## src/rtl/wb_arbiter2.sv

```systemverilog
// Two-master Wishbone arbiter in front of the interconnect's single master port.
// Master 0 is the CPU core, master 1 the debug engine (or a later DMA engine).
// A grant is held for the whole bus cycle (cyc). A strobe that is never
// acknowledged is aborted after TIMEOUT cycles with a one-cycle error pulse.
//
// state    | meaning
// ---------+----------------------------------------------------------------
// IDLE     | no owner; s_cyc_o/s_stb_o low; arbitrate requests pending on cyc
// GNT0     | master 0 owns the bus; its signals are muxed onto the s_ port
// GNT1     | master 1 owns the bus; its signals are muxed onto the s_ port
// ABORT    | one-cycle timeout abort; bus released; owner sees err_o
module wb_arbiter2 #(
   parameter int DATA_WIDTH = 16,
   parameter int ADDR_WIDTH = 32,
   parameter int SEL_WIDTH  = 2,
   parameter int FIXED_PRIO = 0,
   parameter int TIMEOUT    = 255
) (
   input  logic                  clk_i,
   input  logic                  rst_i,
   // master 0
   input  logic [ADDR_WIDTH-1:0] m0_adr_i,
   input  logic [DATA_WIDTH-1:0] m0_dat_i,
   input  logic [SEL_WIDTH-1:0]  m0_sel_i,
   input  logic                  m0_we_i,
   input  logic                  m0_cyc_i,
   input  logic                  m0_stb_i,
   output logic [DATA_WIDTH-1:0] m0_dat_o,
   output logic                  m0_ack_o,
   output logic                  m0_err_o,
   // master 1
   input  logic [ADDR_WIDTH-1:0] m1_adr_i,
   input  logic [DATA_WIDTH-1:0] m1_dat_i,
   input  logic [SEL_WIDTH-1:0]  m1_sel_i,
   input  logic                  m1_we_i,
   input  logic                  m1_cyc_i,
   input  logic                  m1_stb_i,
   output logic [DATA_WIDTH-1:0] m1_dat_o,
   output logic                  m1_ack_o,
   output logic                  m1_err_o,
   // interconnect side
   output logic [ADDR_WIDTH-1:0] s_adr_o,
   output logic [DATA_WIDTH-1:0] s_dat_o,
   output logic [SEL_WIDTH-1:0]  s_sel_o,
   output logic                  s_we_o,
   output logic                  s_cyc_o,
   output logic                  s_stb_o,
   input  logic [DATA_WIDTH-1:0] s_dat_i,
   input  logic                  s_ack_i,
   // current grant, one-hot, bit0 = master 0
   output logic [1:0]            gnt_o
);

   localparam logic [1:0] ST_IDLE  = 2'd0;
   localparam logic [1:0] ST_GNT0  = 2'd1;
   localparam logic [1:0] ST_GNT1  = 2'd2;
   localparam logic [1:0] ST_ABORT = 2'd3;

   // A zero TIMEOUT still needs a legal one-bit counter; it is simply never used.
   localparam bit              TO_EN  = (TIMEOUT > 0);
   localparam int              CNT_W  = TO_EN ? $clog2(TIMEOUT + 1) : 1;
   localparam logic [CNT_W-1:0] CNT_TC = TO_EN ? CNT_W'(TIMEOUT - 1) : '0;

   logic [1:0]       state;
   logic [1:0]       state_nxt;
   // last doubles as the owner of the current grant: it is written on every
   // grant entry, so during ABORT it still names the offending master.
   logic             last;
   logic             last_nxt;
   logic [CNT_W-1:0] cnt;
   logic [CNT_W-1:0] cnt_nxt;

   logic granted;
   logic sel_cyc;
   logic sel_stb;
   logic stalled;
   logic timeout_hit;

   assign granted = (state == ST_GNT0) || (state == ST_GNT1);

   // Control signals of whichever master currently owns the bus.
   always_comb begin
      sel_cyc = 1'b0;
      sel_stb = 1'b0;
      if (state == ST_GNT0) begin
         sel_cyc = m0_cyc_i;
         sel_stb = m0_stb_i;
      end else if (state == ST_GNT1) begin
         sel_cyc = m1_cyc_i;
         sel_stb = m1_stb_i;
      end
   end

   // An ack on the terminal cycle masks the timeout, so ack always wins.
   assign stalled     = granted && sel_stb && !s_ack_i;
   assign timeout_hit = TO_EN && stalled && (cnt == CNT_TC);

   // Next-state and round-robin pointer update.
   always_comb begin
      state_nxt = state;
      last_nxt  = last;
      case (state)
         ST_IDLE: begin
            if (m0_cyc_i && m1_cyc_i) begin
               if ((FIXED_PRIO != 0) || last) begin
                  state_nxt = ST_GNT0;
                  last_nxt  = 1'b0;
               end else begin
                  state_nxt = ST_GNT1;
                  last_nxt  = 1'b1;
               end
            end else if (m0_cyc_i) begin
               state_nxt = ST_GNT0;
               last_nxt  = 1'b0;
            end else if (m1_cyc_i) begin
               state_nxt = ST_GNT1;
               last_nxt  = 1'b1;
            end
         end
         ST_GNT0, ST_GNT1: begin
            if (!sel_cyc) begin
               state_nxt = ST_IDLE;
            end else if (timeout_hit) begin
               state_nxt = ST_ABORT;
            end
         end
         default: begin
            state_nxt = ST_IDLE;
         end
      endcase
   end

   // Stall counter: counts un-acked strobe cycles of the owner, holds at the
   // terminal value (ABORT follows immediately) and clears whenever the grant ends.
   always_comb begin
      cnt_nxt = '0;
      if (TO_EN && stalled && (state_nxt == state)) begin
         if (cnt == CNT_TC) begin
            cnt_nxt = cnt;
         end else begin
            cnt_nxt = cnt + 1'b1;
         end
      end
   end

   // State registers with asynchronous active-low reset.
   always_ff @(posedge clk_i or negedge rst_i) begin
      if (!rst_i) begin
         state <= ST_IDLE;
         last  <= 1'b1;
         cnt   <= '0;
      end else begin
         state <= state_nxt;
         last  <= last_nxt;
         cnt   <= cnt_nxt;
      end
   end

   // Interconnect port is a pure mux of the owner; everything is quiet otherwise.
   always_comb begin
      s_adr_o = '0;
      s_dat_o = '0;
      s_sel_o = '0;
      s_we_o  = 1'b0;
      s_cyc_o = 1'b0;
      s_stb_o = 1'b0;
      if (state == ST_GNT0) begin
         s_adr_o = m0_adr_i;
         s_dat_o = m0_dat_i;
         s_sel_o = m0_sel_i;
         s_we_o  = m0_we_i;
         s_cyc_o = m0_cyc_i;
         s_stb_o = m0_stb_i;
      end else if (state == ST_GNT1) begin
         s_adr_o = m1_adr_i;
         s_dat_o = m1_dat_i;
         s_sel_o = m1_sel_i;
         s_we_o  = m1_we_i;
         s_cyc_o = m1_cyc_i;
         s_stb_o = m1_stb_i;
      end
   end

   // Grant decode from registered state only, so no cyc-to-gnt combinational path.
   always_comb begin
      gnt_o = 2'b00;
      case (state)
         ST_GNT0:  gnt_o = 2'b01;
         ST_GNT1:  gnt_o = 2'b10;
         ST_ABORT: gnt_o = last ? 2'b10 : 2'b01;
         default:  gnt_o = 2'b00;
      endcase
   end

   // Return path: data is broadcast, ack/err are steered to the owner only.
   always_comb begin
      m0_dat_o = s_dat_i;
      m1_dat_o = s_dat_i;
      m0_ack_o = (state == ST_GNT0) && s_ack_i && m0_stb_i;
      m1_ack_o = (state == ST_GNT1) && s_ack_i && m1_stb_i;
      m0_err_o = (state == ST_ABORT) && !last;
      m1_err_o = (state == ST_ABORT) && last;
   end

endmodule

```

## config.mk

```make
export PLATFORM = sky130hd
export DESIGN_NAME = wb_arbiter2
export DESIGN_NICKNAME = d
export VERILOG_FILES = /design/src/rtl/wb_arbiter2.sv
export SDC_FILE = /design/constraint.sdc
export NUM_CORES = 1
export LEC_CHECK = 0
export BUFFER_PORTS_ARGS = -buffer_cell sky130_fd_sc_hd__buf_4
export CORE_AREA = 2 2 84 86
export DETAILED_ROUTE_END_ITERATION = 6
export DIE_AREA = 0 0 86 88
export GPL_TIMING_DRIVEN = 0
export PLACE_DENSITY = 0.76
export RECOVER_POWER = 25
export SYNTH_ARGS = -nofsm -noshare
export SYNTH_HDL_FRONTEND = slang
export SYNTH_SLANG_ARGS = --single-unit
```

## constraint.sdc

```tcl
create_clock -name clk_i -period 2.5 [get_ports clk_i]
set_clock_uncertainty 0.15 [all_clocks]
set_input_delay 0.125 -clock clk_i [delete_from_list [all_inputs] [get_ports clk_i]]
set_output_delay 0.125 -clock clk_i [all_outputs]
set_load 0.02 [all_outputs]
```

# --- Word-level counts from Yosys, hierarchy flattened ---
# Index checks and enable logic that the tools add are counted.
totals:
  reg_bits: 11
  latchBits: 0
  ram_bits: 0
  romBits: 0
  inputBits: 125
  out_inout_bits: 91
  n_memories: 0
classes:
  addsub: 1
  mul: 0
  div: 0
  order_cmp: 0
  n_eq_ne: 6
  shift: 0
  muxes: 27
  bitwise_logic: 0
  n_reduce_logical: 18
ops:
  columns: ["op", "count"]
  rows:
  - ["32-bit 2-to-1 mux", 2]
  - ["16-bit 2-to-1 mux", 2]
  - ["2-bit 2-to-1 mux", 9]
  - ["8-bit 2-to-1 mux", 2]
  - ["1-bit logical AND", 11]
  - ["1-bit 2-to-1 mux", 10]
  - ["8-bit by 1-bit adder with 8-bit output, second input constant", 1]
  - ["8-bit == test, second input constant", 1]
  - ["2-bit one-hot mux with 3 select lines", 1]
  - ["2-bit == test, second input constant", 2]
  - ["2-bit one-hot mux with 2 select lines", 1]
  - ["3-bit nonzero test", 1]
  - ["2-bit by 1-bit == test with 1-bit output, second input constant", 1]
  - ["2-bit == test", 1]
  - ["1-bit zero test", 2]
  - ["2-bit zero test", 1]
  - ["2-bit inequality test, second input constant", 1]
  - ["2-bit AND reduction", 1]
  - ["2-bit OR reduction", 1]
  - ["1-bit logical OR", 1]

# --- Depth between registers and ports, before layout ---
depth:
  ltp_word: 12
  mapped_depth: 9
  depth_no_buf: 7

# --- Worst setup path after synthesis ---
# No wires, ideal clock.
synth_path:
  kind: "flip-flop to flip-flop"
  from: "register state[1]"
  to: "register cnt[0]"
  setup_ns: 0.140
  arrival_time_ns: 2.224
  t_required_ns: 2.210
  path_slack_ns: -0.014
  stages_incl_launch_ff: 9
  path_buffers: 1
  synth_period_minus_slack_ns: 2.514
  cell_sequence: "dfrtp_1 -> clkbuf_1 -> inv_1 -> ha_1 -> nand3b_1 -> a2111oi_4 -> a2111oi_4 -> o2111ai_4 -> a21oi_1"
synth_between:
  elab_chain_cells: 12
synth_lines:
  columns: ["element", "line_no", "rtl"]
  rows:
  - ["start, declared", "64", "logic [1:0] state;"]
  - ["start signal, assigned", "153", "state <= state_nxt;"]
  - ["2-bit == test", "79, 88, 102", null]
  - ["1-bit 2-to-1 mux", "88", "end else if (state == ST_GNT1) begin"]
  - ["1-bit 2-to-1 mux", "85", "if (state == ST_GNT0) begin"]
  - ["1-bit logical AND (2 in series)", "95", "assign stalled = granted && sel_stb && !s_ack_i;"]
  - ["1-bit logical AND", "96", "assign timeout_hit = TO_EN && stalled && (cnt == CNT_TC);"]
  - ["2-bit 2-to-1 mux", "123", "end else if (timeout_hit) begin"]
  - ["2-bit 2-to-1 mux", "121", "if (!sel_cyc) begin"]
  - ["2-bit one-hot mux with 2 select lines", "102", "case (state)"]
  - ["2-bit == test", "137", "if (TO_EN && stalled && (state_nxt == state)) begin"]
  - ["1-bit logical AND *", "137", null]
  - ["2-bit inequality test (no source line) or 8-bit 2-to-1 mux (tied branches)", null, null]
  - ["end signal, assigned", "155", "cnt <= cnt_nxt;"]
  - ["end, declared", "70", "logic [CNT_W-1:0] cnt;"]
# Mark *: on every way between the ends. The rest lies on a longest branch, timed or not.
# A chain may end at the register's enable or synchronous reset.

# --- Worst setup path after layout ---
layout_path:
  from: "register state[0]"
  to: "output s_dat_o[13]"
layout_between:
  elab_chain_cells: 3
layout_lines:
  columns: ["element", "line_no", "rtl"]
  rows:
  - ["2-bit == test", "174", "end else if (state == ST_GNT1) begin"]
  - ["16-bit 2-to-1 mux", "174", null]
  - ["16-bit 2-to-1 mux *", "167", "if (state == ST_GNT0) begin"]
  - ["end, declared", "43", "output logic [DATA_WIDTH-1:0] s_dat_o,"]
# Marks and branches as above.

==> metrics.csv <==
stage,metric,value,unit
clock_network,cts_tree,built,
sta,max_freq,419,MHz
route,via_per_inst,4.78,
cells_and_area,diodes,0,
synthesis,synth_cell_type_count,38,
hold_path,hold_path_class,in2reg,
route,postRouteAntennaNets,0,
route,first_iter_violations,51,
worst_setup_path,end_kind,primary output,
synthesis,synthMostInstantiatedCell,a22o_1,
synthesis,yosysSeqAreaShare,16.8,%
cells_and_area,stdcell_area,0.00331,mm^2
synthesis,post-synth-top-area-cell,a22o_1,
route,first_pass_iters,4,
cells_and_area,multi_input_area,0.00108,mm^2
synthesis,yosys-top-cells-area,"a22o_1 27%, dfrtp_1 15%, buf_4 15%, ha_1 5.3%, a21oi_1 3.9%",
clock_network,htreeDepth,1,
synthesis,synth_edf_count,0,
cells_and_area,areaGrowthSynthToFinish,101,%
status,status,finished clean,
synthesis,netlist_area,0.00165,mm^2
worst_setup_path,cp-start-kind,flip-flop,
worst_setup_path,cp.arrival,2110,ps
worst_setup_path,crit_path_top_delay_cell,dfrtp_2,
sta,period_share,95.4,%
route,wl_per_cell,16.8,um
clock_network,numCtsBuffers,3,
sta,drv_slew,0,
placement,dp_hpwl,6.71,mm
grt,grt_antenna_before_repair,0,
grt,grt_start_max_net_pins,12,
route,vias,2307,
clock_network,clock_latency,240,ps
synthesis,async_flop_share,100,%
floorplanning,die_w,86,um
grt,gr-total-overflow,0,
floorplanning,chipHeight,88,um
cells_and_area,fin_nets,536,
synthesis,synth_fp_nets,326,
floorplanning,core,0.00664,mm^2
worst_setup_path,path_cells,"inv_1, ha_2, nor2b_1, buf_6, clkbuf_1, a22o_1, buf_4",
grt,grt_use_total,19.0,%
placement,portBuffers,198,
sta,hold_viol_final,0,
power,power_density,811,mW/mm^2
cells_and_area,fillers,656,
worst_setup_path,crit_required,2230,ps
grt,grt_pass1_vias,2238,
floorplanning,rows,30,
sta,setup_viol,0,
synthesis,ys_top_cells_by_count,"51 x a22o_1, 32 x buf_4, 13 x a21oi_1",
synthesis,syn_area_per_cell,8.51,um^2
worst_setup_path,crit_type,reg2out,
clock_network,clkTransAtPathRegs,40,ps
route,routed_wl,8.13,mm
power,power.leakage,1.71,nW
grt,grt_pass1_wl,11.4,mm
worst_setup_path,path_max_fanout,10,
sta,rsz0062_at_grt,false,
cells_and_area,drive_above_1_share,58.8,%
power,irDropWorstVdd,416,uV
synthesis,synth_top_area_share,27.1,%
clock_network,root_buffer,clkbuf_8,
placement,place_area,0.00324,mm^2
floorplanning,start_util,24.8,%
route,drcViolationCount,0,
sta,worst_pin_slew,592,ps
floorplanning,ioPinCount,216,
synthesis,ys_ff_latch,11,
floorplanning,die-area,0.00757,mm^2
clock_network,clock_sinks,11,
placement,gp_congestion,0.884,
power,power,2.69,mW
clock_network,clk_path_buf_depth,2,
worst_setup_path,cpPeakStageDelay,400,ps
synthesis,ys_warn_count,0,
synthesis,synth-main-ff-cell,dfrtp_1,
synthesis,netlist_instances,194,
run,cap_violations,0,
sta,period_minus_slack,2390,ps
sta,slew_headroom,60.5,%
cells_and_area,seqCellArea,278,um^2
cell usage in the layout (no fill, tap or decap), drive strengths merged, types with 3 or more instances in the layout:
cell type	Yosys	routed
nor2b	3	3
nor2	3	3
nand2	10	10
nand4	3	3
a21oi	13	13
clkbuf	6	29
buf	40	224
ha	7	7
and3	4	4
o21ai	7	7
xor2	3	3
inv	5	5
nand3	7	7
dfrtp	10	10
nand2b	3	3
a22o	52	52
state kept, by name, summed over array words and instances (netlist names):
name	count
state	2
cnt	8
last	1
report_power, final:
group	switching [mW]	internal, mW	total (mW)
clock	0.0653	0.112	0.177
sequential	0.0221	0.209	0.231
combinational	1.27	1.01	2.28
total	1.35	1.33	2.69
worst paths after layout:
kind | from | to | slack (ps) | cells after the start
max | state[0] | s_dat_o[13] | 110 | 7
min in group asynchronous | rst_i | cnt[3] | 250 | 2
max in group asynchronous | rst_i | state[0] | 1520 | 2
min | m1_cyc_i | last | 80 | 3
min reg2reg | last | last | 410 | 2
max reg2reg | state[1] | cnt[1] | 110 | 8
cell type report:
class / count / share of cell area, %
Tap cell: 80 / 3.02
Timing Repair Buffer: 205 / 44.4
Sequential cell: 11 / 8.38
Buffer: 46 / 9.55
Multi-Input combinational cell: 132 / 32.7
Inverter: 5 / 0.566
Clock buffer: 4 / 1.36
critical path, delay by kind of cell, from the launching register on:
family	cells	cell delay [ps]
simple gates	1	160
fa+ha+maj	1	240
flops	1	400
compound gates	1	240
buf+inv	4	820
cell families after synthesis:
| group | count (synthesis) | synth area share, % |
|---|---|---|
| compound gates | 83 | 44.0 |
| buf+inv | 51 | 19.5 |
| fa+ha+maj | 7 | 5.31 |
| flops | 11 | 16.8 |
| simple gates | 37 | 11.8 |
| xor+xnor | 4 | 2.12 |
| mux | 1 | 0.607 |
metrics by stage:
stage               hold WS [ps]  std cells  util, %  setup WS, ps  setup TNS [ps]
floorplan                   -321        194        -          74.9               0
global placement            -187        472     48.7          -168            -939
finish                      82.3        483     49.9           114               0
global route                 115        483     49.9          6.35               0
CTS                         77.5        481     50.4          91.7               0
detailed placement          -185        472     48.7          -193           -1250
what timing repair did:
action | CTS | global route
setup endpoints to repair | 50 | 22
gates cloned | 0 | 0
hold buffers | 2 | 0
pin swaps | 2 | 4
endpoints found under the hold margin | 12 | 0
resized for setup | 4 | 9
setup buffers | 3 | 2
routing by layer:
metal / part of all wire (%) / global-route usage, %
met1: 37 / 22.4
met2: 50 / 32.6
met4: 1.8 / 6.06
met5: 0 / 0
met3: 11 / 6.50
No activity file was read; power rests on OpenSTA's default activity.
